--- config.mk ---
export PLATFORM = sky130hd
export DESIGN_NAME = parking_entry_gate
export DESIGN_NICKNAME = d
export VERILOG_FILES = /design/src/rtl/parking_pkg.sv /design/src/rtl/parking_gate_timer.sv /design/src/rtl/parking_entry_gate.sv
export SDC_FILE = /design/constraint.sdc
export NUM_CORES = 1
export LEC_CHECK = 0
export BUFFER_PORTS_ARGS = -buffer_cell sky130_fd_sc_hd__buf_2
export CAP_MARGIN = 20
export CORE_MARGIN = 1.5
export CORE_UTILIZATION = 47
export DETAILED_ROUTE_END_ITERATION = 8
export PLACE_DENSITY_LB_ADDON = 0.15
export SETUP_SLACK_MARGIN = 0.5
export SKIP_LAST_GASP = 1
export SYNTH_ARGS = -nofsm -noshare
export SYNTH_HDL_FRONTEND = slang
export SYNTH_SLANG_ARGS = --single-unit
--- constraint.sdc ---
create_clock -name clk -period 2 [get_ports clk]
set_clock_uncertainty 0.2 [all_clocks]
set_input_delay 0.1 -clock clk [delete_from_list [all_inputs] [get_ports clk]]
set_output_delay 0.1 -clock clk [all_outputs]
set_load 0.005 [all_outputs]
--- src/rtl/parking_pkg.sv ---
// Shared types and default timing constants for the parking entry gate.
package parking_pkg;

    typedef enum logic [2:0] {
        ST_IDLE    = 3'd0,
        ST_CHECK   = 3'd1,
        ST_OPEN    = 3'd2,
        ST_CLOSING = 3'd3,
        ST_REJECT  = 3'd4
    } gate_state_e;

    localparam int unsigned DEF_OPEN_TIMEOUT = 16;
    localparam int unsigned DEF_CLOSE_CYCLES = 4;
    localparam int unsigned STAT_W           = 16;

    // Bits needed to hold the larger of the two load values without wrapping.
    function automatic int unsigned timer_width(input int unsigned a, input int unsigned b);
        int unsigned m;
        m = (a > b) ? a : b;
        return (m < 1) ? 1 : $clog2(m + 1);
    endfunction

endpackage

--- src/rtl/parking_gate_timer.sv ---
// Load/decrement/expire counter; holds at zero so it never wraps.
module parking_gate_timer #(
    parameter int unsigned W = 4
) (
    input  logic         clk,
    input  logic         rst,
    input  logic         load,
    input  logic [W-1:0] load_val,
    output logic         expired
);

    logic [W-1:0] count_q;
    logic [W-1:0] count_d;

    always_comb begin
        count_d = count_q;
        if (load) begin
            count_d = load_val;
        end else if (count_q != '0) begin
            count_d = count_q - 1'b1;
        end
    end

    always_ff @(posedge clk) begin
        if (rst) begin
            count_q <= '0;
        end else begin
            count_q <= count_d;
        end
    end

    assign expired = (count_q == '0);

endmodule

--- src/rtl/parking_entry_gate.sv ---
// Parking barrier controller: admit/reject by class vacancy, open with timeout, timed close.
// Optional statistics counters are built when PARKING_GATE_STATS_EN is defined.
module parking_entry_gate
    import parking_pkg::*;
#(
    parameter int unsigned OPEN_TIMEOUT = DEF_OPEN_TIMEOUT,
    parameter int unsigned CLOSE_CYCLES = DEF_CLOSE_CYCLES
) (
    input  logic clk,
    input  logic rst,
    input  logic car_present,
    input  logic uni_card,
    input  logic pass_sensor,
    input  logic is_vacated_space,
    input  logic uni_is_vacated_space,
    output logic gate_open,
    output logic car_entered,
    output logic is_uni_car_entered,
    output logic reject,
    output logic timeout
`ifdef PARKING_GATE_STATS_EN
    ,
    output logic [STAT_W-1:0] admit_count,
    output logic [STAT_W-1:0] reject_count,
    output logic [STAT_W-1:0] timeout_count
`endif
);

    localparam int unsigned TW = timer_width(OPEN_TIMEOUT, CLOSE_CYCLES);
    // The timer expires on its last count, so a dwell of N cycles loads N-1.
    localparam logic [TW-1:0] OPEN_LOAD  = (OPEN_TIMEOUT > 0) ? TW'(OPEN_TIMEOUT - 1) : '0;
    localparam logic [TW-1:0] CLOSE_LOAD = (CLOSE_CYCLES > 0) ? TW'(CLOSE_CYCLES - 1) : '0;

    gate_state_e state_q, state_d;
    logic        car_prev_q, car_prev_d;
    logic        pass_prev_q, pass_prev_d;
    logic        armed_q, armed_d;
    logic        uni_lat_q, uni_lat_d;
    logic        is_uni_q, is_uni_d;
    logic        car_entered_q, car_entered_d;
    logic        timeout_q, timeout_d;

    logic          car_rise;
    logic          pass_rise;
    logic          class_vacant;
    logic          timer_load;
    logic [TW-1:0] timer_val;
    logic          timer_expired;

    parking_gate_timer #(
        .W (TW)
    ) u_timer (
        .clk      (clk),
        .rst      (rst),
        .load     (timer_load),
        .load_val (timer_val),
        .expired  (timer_expired)
    );

    // armed_q masks the first post-reset cycle so a level held through reset is not an edge.
    always_comb begin
        car_prev_d   = car_present;
        pass_prev_d  = pass_sensor;
        armed_d      = 1'b1;
        car_rise     = car_present & ~car_prev_q & armed_q;
        pass_rise    = pass_sensor & ~pass_prev_q;
        class_vacant = uni_lat_q ? uni_is_vacated_space : is_vacated_space;
    end

    always_comb begin
        state_d       = state_q;
        uni_lat_d     = uni_lat_q;
        is_uni_d      = is_uni_q;
        car_entered_d = 1'b0;
        timeout_d     = 1'b0;
        timer_load    = 1'b0;
        timer_val     = '0;

        case (state_q)
            ST_IDLE: begin
                if (car_rise) begin
                    state_d   = ST_CHECK;
                    uni_lat_d = uni_card;
                end
            end
            ST_CHECK: begin
                if (class_vacant) begin
                    state_d  = ST_OPEN;
                    is_uni_d = uni_lat_q;
                end else begin
                    state_d = ST_REJECT;
                end
            end
            ST_OPEN: begin
                // A pass edge wins over a simultaneous timer expiry.
                if (pass_rise) begin
                    state_d       = ST_CLOSING;
                    car_entered_d = 1'b1;
                end else if (timer_expired) begin
                    state_d   = ST_CLOSING;
                    timeout_d = 1'b1;
                end
            end
            ST_CLOSING: begin
                if (timer_expired) begin
                    state_d = ST_IDLE;
                end
            end
            ST_REJECT: begin
                state_d = ST_IDLE;
            end
            default: begin
                state_d = ST_IDLE;
            end
        endcase

        if (state_d != state_q) begin
            timer_load = 1'b1;
            if (state_d == ST_OPEN) begin
                timer_val = OPEN_LOAD;
            end else if (state_d == ST_CLOSING) begin
                timer_val = CLOSE_LOAD;
            end
        end
    end

    always_ff @(posedge clk) begin
        if (rst) begin
            state_q       <= ST_IDLE;
            car_prev_q    <= 1'b0;
            pass_prev_q   <= 1'b0;
            armed_q       <= 1'b0;
            uni_lat_q     <= 1'b0;
            is_uni_q      <= 1'b0;
            car_entered_q <= 1'b0;
            timeout_q     <= 1'b0;
        end else begin
            state_q       <= state_d;
            car_prev_q    <= car_prev_d;
            pass_prev_q   <= pass_prev_d;
            armed_q       <= armed_d;
            uni_lat_q     <= uni_lat_d;
            is_uni_q      <= is_uni_d;
            car_entered_q <= car_entered_d;
            timeout_q     <= timeout_d;
        end
    end

    assign gate_open          = (state_q == ST_OPEN) || (state_q == ST_CLOSING);
    assign reject             = (state_q == ST_REJECT);
    assign car_entered        = car_entered_q;
    assign timeout            = timeout_q;
    assign is_uni_car_entered = is_uni_q;

`ifdef PARKING_GATE_STATS_EN
    function automatic logic [STAT_W-1:0] sat_inc(input logic [STAT_W-1:0] v, input logic en);
        return (en && (v != {STAT_W{1'b1}})) ? v + 1'b1 : v;
    endfunction

    logic [STAT_W-1:0] admit_cnt_q, admit_cnt_d;
    logic [STAT_W-1:0] reject_cnt_q, reject_cnt_d;
    logic [STAT_W-1:0] timeout_cnt_q, timeout_cnt_d;

    always_comb begin
        admit_cnt_d   = sat_inc(admit_cnt_q, car_entered_q);
        reject_cnt_d  = sat_inc(reject_cnt_q, reject);
        timeout_cnt_d = sat_inc(timeout_cnt_q, timeout_q);
    end

    always_ff @(posedge clk) begin
        if (rst) begin
            admit_cnt_q   <= '0;
            reject_cnt_q  <= '0;
            timeout_cnt_q <= '0;
        end else begin
            admit_cnt_q   <= admit_cnt_d;
            reject_cnt_q  <= reject_cnt_d;
            timeout_cnt_q <= timeout_cnt_d;
        end
    end

    assign admit_count   = admit_cnt_q;
    assign reject_count  = reject_cnt_q;
    assign timeout_count = timeout_cnt_q;
`endif

endmodule

# After elaboration in Yosys (flattened, before gate mapping)
# Cells that the tools add are included.
dict set report totals {
  regBits 15
  inputBits 7
  output_inout_bits 5
  word_cells 48
}
dict set report classes {
  n_addsub 1
  eq_ne 7
  muxes 16
  n_bitwise 6
  reduce_logical 9
}
# op count
set ops {}
lappend ops {{$mux W3} 5}
lappend ops {{$eq A3 B2 Y1 const B} 4}
lappend ops {{$pmux W3 S4} 1}
lappend ops {{$mux W5} 2}
lappend ops {{$mux W4} 2}
lappend ops {{$logic_not A5 Y1} 1}
lappend ops {{$mux W1} 5}
lappend ops {{$reduce_bool A5 Y1} 1}
lappend ops {{$sub A5 B1 Y5 const B} 1}
lappend ops {{$reduce_and A2 Y1} 2}
lappend ops {{$and A1 B1 Y1} 3}
lappend ops {{$eq A3 B1 Y1 const B} 1}
lappend ops {{$eq A3 B3 Y1 const B} 1}
lappend ops {{$logic_not A3 Y1} 1}
lappend ops {{$ne A3 B3 Y1} 1}
lappend ops {{$not A1 Y1} 3}
lappend ops {{$reduce_or A3 Y1} 1}
lappend ops {{$mux W2} 1}
lappend ops {{$reduce_bool A2 Y1} 1}
lappend ops {{$reduce_or A2 Y1} 1}
lappend ops {{$logic_or A1 B1 Y1} 1}

# Logic depth before layout (Yosys ltp)
dict set report depth {
  depth_word 10
  ltp_mapped 7
  ltp_nobuf 6
}

# By module
# A second synthesis with hierarchy kept.
dict set report hier_totals {
  hier_cells 81
  area_unflattened_um2 740.7
}
# module instances cells_per_inst area_per_inst_um2 seq_area_each_um2
set by_module_without_submodules {}
lappend by_module_without_submodules {parking_entry_gate 1 49 452.9 200.2}
lappend by_module_without_submodules {parking_gate_timer 1 32 287.8 100.1}

# Worst setup path before layout
# Ideal clock, no wire load.
dict set report synth_timing {
  kind {register -> register}
  start {register u_timer.count_q[0]}
  end {register u_timer.count_q[0]}
  setup_time_ns 0.070
  arrival_time_ns 1.741
  t_required_ns 1.730
  setup_slack_ns -0.011
  path_stages_with_launch 7
  path_buffers 0
  synth_period_minus_slack_ns 2.011
  path_cell_list {dfxtp_1 -> inv_1 -> ha_1 -> nor4b_1 -> o32a_4 -> or4_1 -> a21oi_1}
}
dict set report synth_between {
  elab_chain_len 9
  elab_cells_between_ends 17
  cone_classes {add/sub: 1; eq/ne: 3; mux: 10; reduce/logical: 3}
}
# item line_no
set synth_lines {}
lappend synth_lines {{start: declaration} parking_gate_timer.sv:12} ;# logic [W-1:0] count_q;
lappend synth_lines {{start signal: assignment} parking_gate_timer.sv:28} ;# count_q <= count_d;
lappend synth_lines {{$logic_not A5 Y1} parking_gate_timer.sv:32} ;# assign expired = (count_q == '0);
lappend synth_lines {{$mux W3} parking_entry_gate.sv:99} ;# end else if (timer_expired) begin
lappend synth_lines {{$mux W3} parking_entry_gate.sv:96} ;# if (pass_rise) begin
lappend synth_lines {{$pmux W3 S4} parking_entry_gate.sv:79} ;# case (state_q)
lappend synth_lines {{$eq A3 B2 Y1} parking_entry_gate.sv:121} ;# end else if (state_d == ST_CLOSING) begin
lappend synth_lines {{$mux W2} parking_entry_gate.sv:121}
lappend synth_lines {{$mux W4} parking_entry_gate.sv:119} ;# if (state_d == ST_OPEN) begin
lappend synth_lines {{$mux W4} parking_entry_gate.sv:117} ;# if (state_d != state_q) begin
lappend synth_lines {{$mux W5} parking_gate_timer.sv:17} ;# if (load) begin
# Several ways; a longest one is shown, not always the timed one. The select of a mux whose other input is x is not followed.
# A chain may end at the register's enable or synchronous reset.

# Final worst setup path
dict set report layout_timing {
  start {register u_timer.count_q[1]}
  end {register u_timer.count_q[0]}
}
# The elaborated chain is that of the path after synthesis.

==> impl_results.md <==
- Post-route cell area: 0.00107 sq mm
- Largest net degree at the start of global routing: 13
- Worst Tran Pin Value: 0.272 ns
- Cell taking the most area after synthesis: dfxtp_1
- Data arrival time of the critical path: 1.90 ns
- Area after DPL: roughly 830 sq um
- Area added between synthesis and finish: 50.6%
- First-pass GRT wire length: about 2900 um
- Initial antenna violation count: 0
- Initial Util: a little over half
- Clk_lat worst skew: between 0.2 and 0.3 ns
- Synth cell types: 34
- Routed len/inst: 15.4 um
- RSZ-0062 raised after global routing: true
- Worst Setup End Kind: flip-flop
- Largest cells by area after synthesis: dfxtp_1 42%, nor2_1 3.7%, ha_1 3.5%, nor2b_1 3.5%, nor3_1 3.5%
- Num CTS Buffers: 3
- Ys Warns: 0
- Congestion Overflow GR: 0
- Number of global-route vias before repair: roughly 670
- Area taken by flip-flops and latches: 308 sq um
- # fillers: 92
- Final Hold Fails: 0
- Leak Pwr: between 0.4 and 0.5 nW
- Total Routing Usage GR: between 20 and 25%
- Reg clk slew, reported paths: roughly 0.090 ns
- FFs w/ async S/R, synth: 0%
- Max transition margin: 81.8%
- Number of setup violations in the final report: 0
- Top fanout value on the critical path: 7
- H-tree depth: 1
- Setup Total Neg Slack: 0 ns
- Placer congestion estimate: 0.792
- Port bufs: 11
- Area of the multi-input gates: about 460 sq um
- Drt first pass iters: 4
- ANT nets after route: 0
- Fin crit period: roughly 1.9 ns
- Starting DRT DRC Count: 14
- Synth Flop Type: dfxtp_1
- Post-synth EDFFs: 0
- Layout cell share with drive strength beyond 1: 39.3%
- Final slew viol count: 0
- Power Total: 1.37 mW
- Die Y: about 42 um
- CTS root buffer: clkbuf_4
- Die width: 41.9 um
- Final WS setup: 0.114 ns
- Worst setup SP type: flip-flop
- #FFs+latches synth: 15
- Longest Clk Path Bufs: 2
- Antenna cells: 0
- DRC: 0
- Via density: about 5.5
- Worst Path Required: 2.01 ns
- Yosys top cell area share: 42.2%
- Place WS: 0.105 ns
- Register area share after synthesis: a little over two fifths
- Period utilisation layout: 94.3%
- Max Clock Freq: 530 MHz
- Row cnt: 13
- DP HPWL: ~1000 um
- Syn_nets: 89
- CTS tree: built
- Outcome: finished, final reports clean
- Nets: 122
- Final WL: 1950 um
- Worst Hold Class: in2reg
- Core footprint: 0.00135 sq mm
- Max Cap Violations: 0
- IO Count: 12
- Area of the mapped netlist: 712 sq um
- Syn Inst Count: 80
- Crit Path Class: reg2reg
- Die area: 0.00176 sq mm
- VDD IR max: 0.790 mV
- CTS Sinks: 15
- Vias: between 700 and 800
- Power per Cell Area: between 1000 and 1500 mW/mm^2
- Syn_area_per_cell: 8.90 sq um
## final cells by class
type	instances	area share (%)
multi-input combinational	57	43.1
sequential	15	28.7
timing repair buffer	31	22.3
clock buffer	4	2.45
inverter	5	1.75
tap	15	1.75
## worst paths after layout
| check | from | end | slack [ns] | cells after the start |
|---|---|---|---|---|
| setup / recovery | u_timer.count_q[1] | u_timer.count_q[0] | 0.11 | 6 |
| hold / removal | pass_sensor | car_entered | 0.16 | 3 |
| setup reg to reg | u_timer.count_q[1] | u_timer.count_q[0] | 0.11 | 6 |
| hold reg to reg | uni_lat_q | uni_lat_q | 0.30 | 2 |
## cell usage after synthesis, types with 2 or more instances
library cell	count
a21oi_1	4
clkbuf_1	2
dfxtp_1	15
ha_1	2
inv_1	5
nand2_1	6
nor2_1	7
nor2b_1	4
nor3_1	5
nor3b_1	3
o21a_1	3
xnor2_1	2
## power breakdown
| part | internal, mW | switching (mW) | total, mW |
|---|---|---|---|
| sequential | 0.353 | 0.0680 | 0.421 |
| clock | 0.0775 | 0.105 | 0.183 |
| combinational | 0.448 | 0.322 | 0.770 |
## sequential cells by signal, summed over array words and instances (netlist names)
register,count
state_q,3
car_entered,1
uni_lat_q,1
u_timer.count_q,5
car_prev_q,1
armed_q,1
pass_prev_q,1
is_uni_car_entered,1
timeout,1
## stage by stage
stage / hold slack (ns) / cells / utilization (%)
2_1_floorplan: 0.0282 / 80 / -
3_3_place_gp: 0.119 / 106 / 61.4
3_5_place_dp: 0.133 / 106 / 61.4
4_1_cts: 0.199 / 125 / 75.0
5_1_grt: 0.193 / 127 / 79.4
6_report: 0.158 / 127 / 79.4
## routing by layer
| metal | track usage, % | share of wire, % |
|---|---|---|
| met1 | 26.4 | 43 |
| met2 | 37.8 | 50 |
| met3 | 2.61 | 4.7 |
| met4 | 13.5 | 1.6 |
| met5 | 0 | 0 |
## cells in the final DEF (no fill, tap or decap), types with 4 or more instances in the layout
| cell | instances |
|---|---|
| dfxtp_1 | 11 |
| buf_2 | 11 |
| buf_4 | 9 |
| nor2_1 | 7 |
| dlygate4sd3_1 | 7 |
| nand2_1 | 5 |
| nor2b_1 | 4 |
| nor3_1 | 4 |
## critical path, stage by stage, from the launching register on
cell and delay, ns:
dfxtp_2 0.35, inv_2 0.05, ha_4 0.15, nor4b_4 0.13
o32a_4 0.41, or4_1 0.40, a21oi_1 0.13
## cell families (layout without fill, tap and decap cells)
kind of cell | after synthesis | count (layout) | share of synthesized area (%)
flops | 15 | 15 | 42.2
simple gates | 36 | 36 | 28.1
mux | 1 | 1 | 1.41
xor+xnor | 3 | 3 | 3.69
buf+inv | 8 | 40 | 4.39
fa+ha+maj | 2 | 2 | 3.51
compound gates | 15 | 15 | 16.7
## what timing repair did
item | CTS | global route
endpoints found under the setup margin | 10 | 14
pin swaps | 3 | 2
gates resized for setup | 6 | 10
endpoints found under the hold margin | 10 | 0
setup buffers | 7 | 2
hold buffers | 8 | 0
No activity file was read; power rests on OpenSTA's default activity.
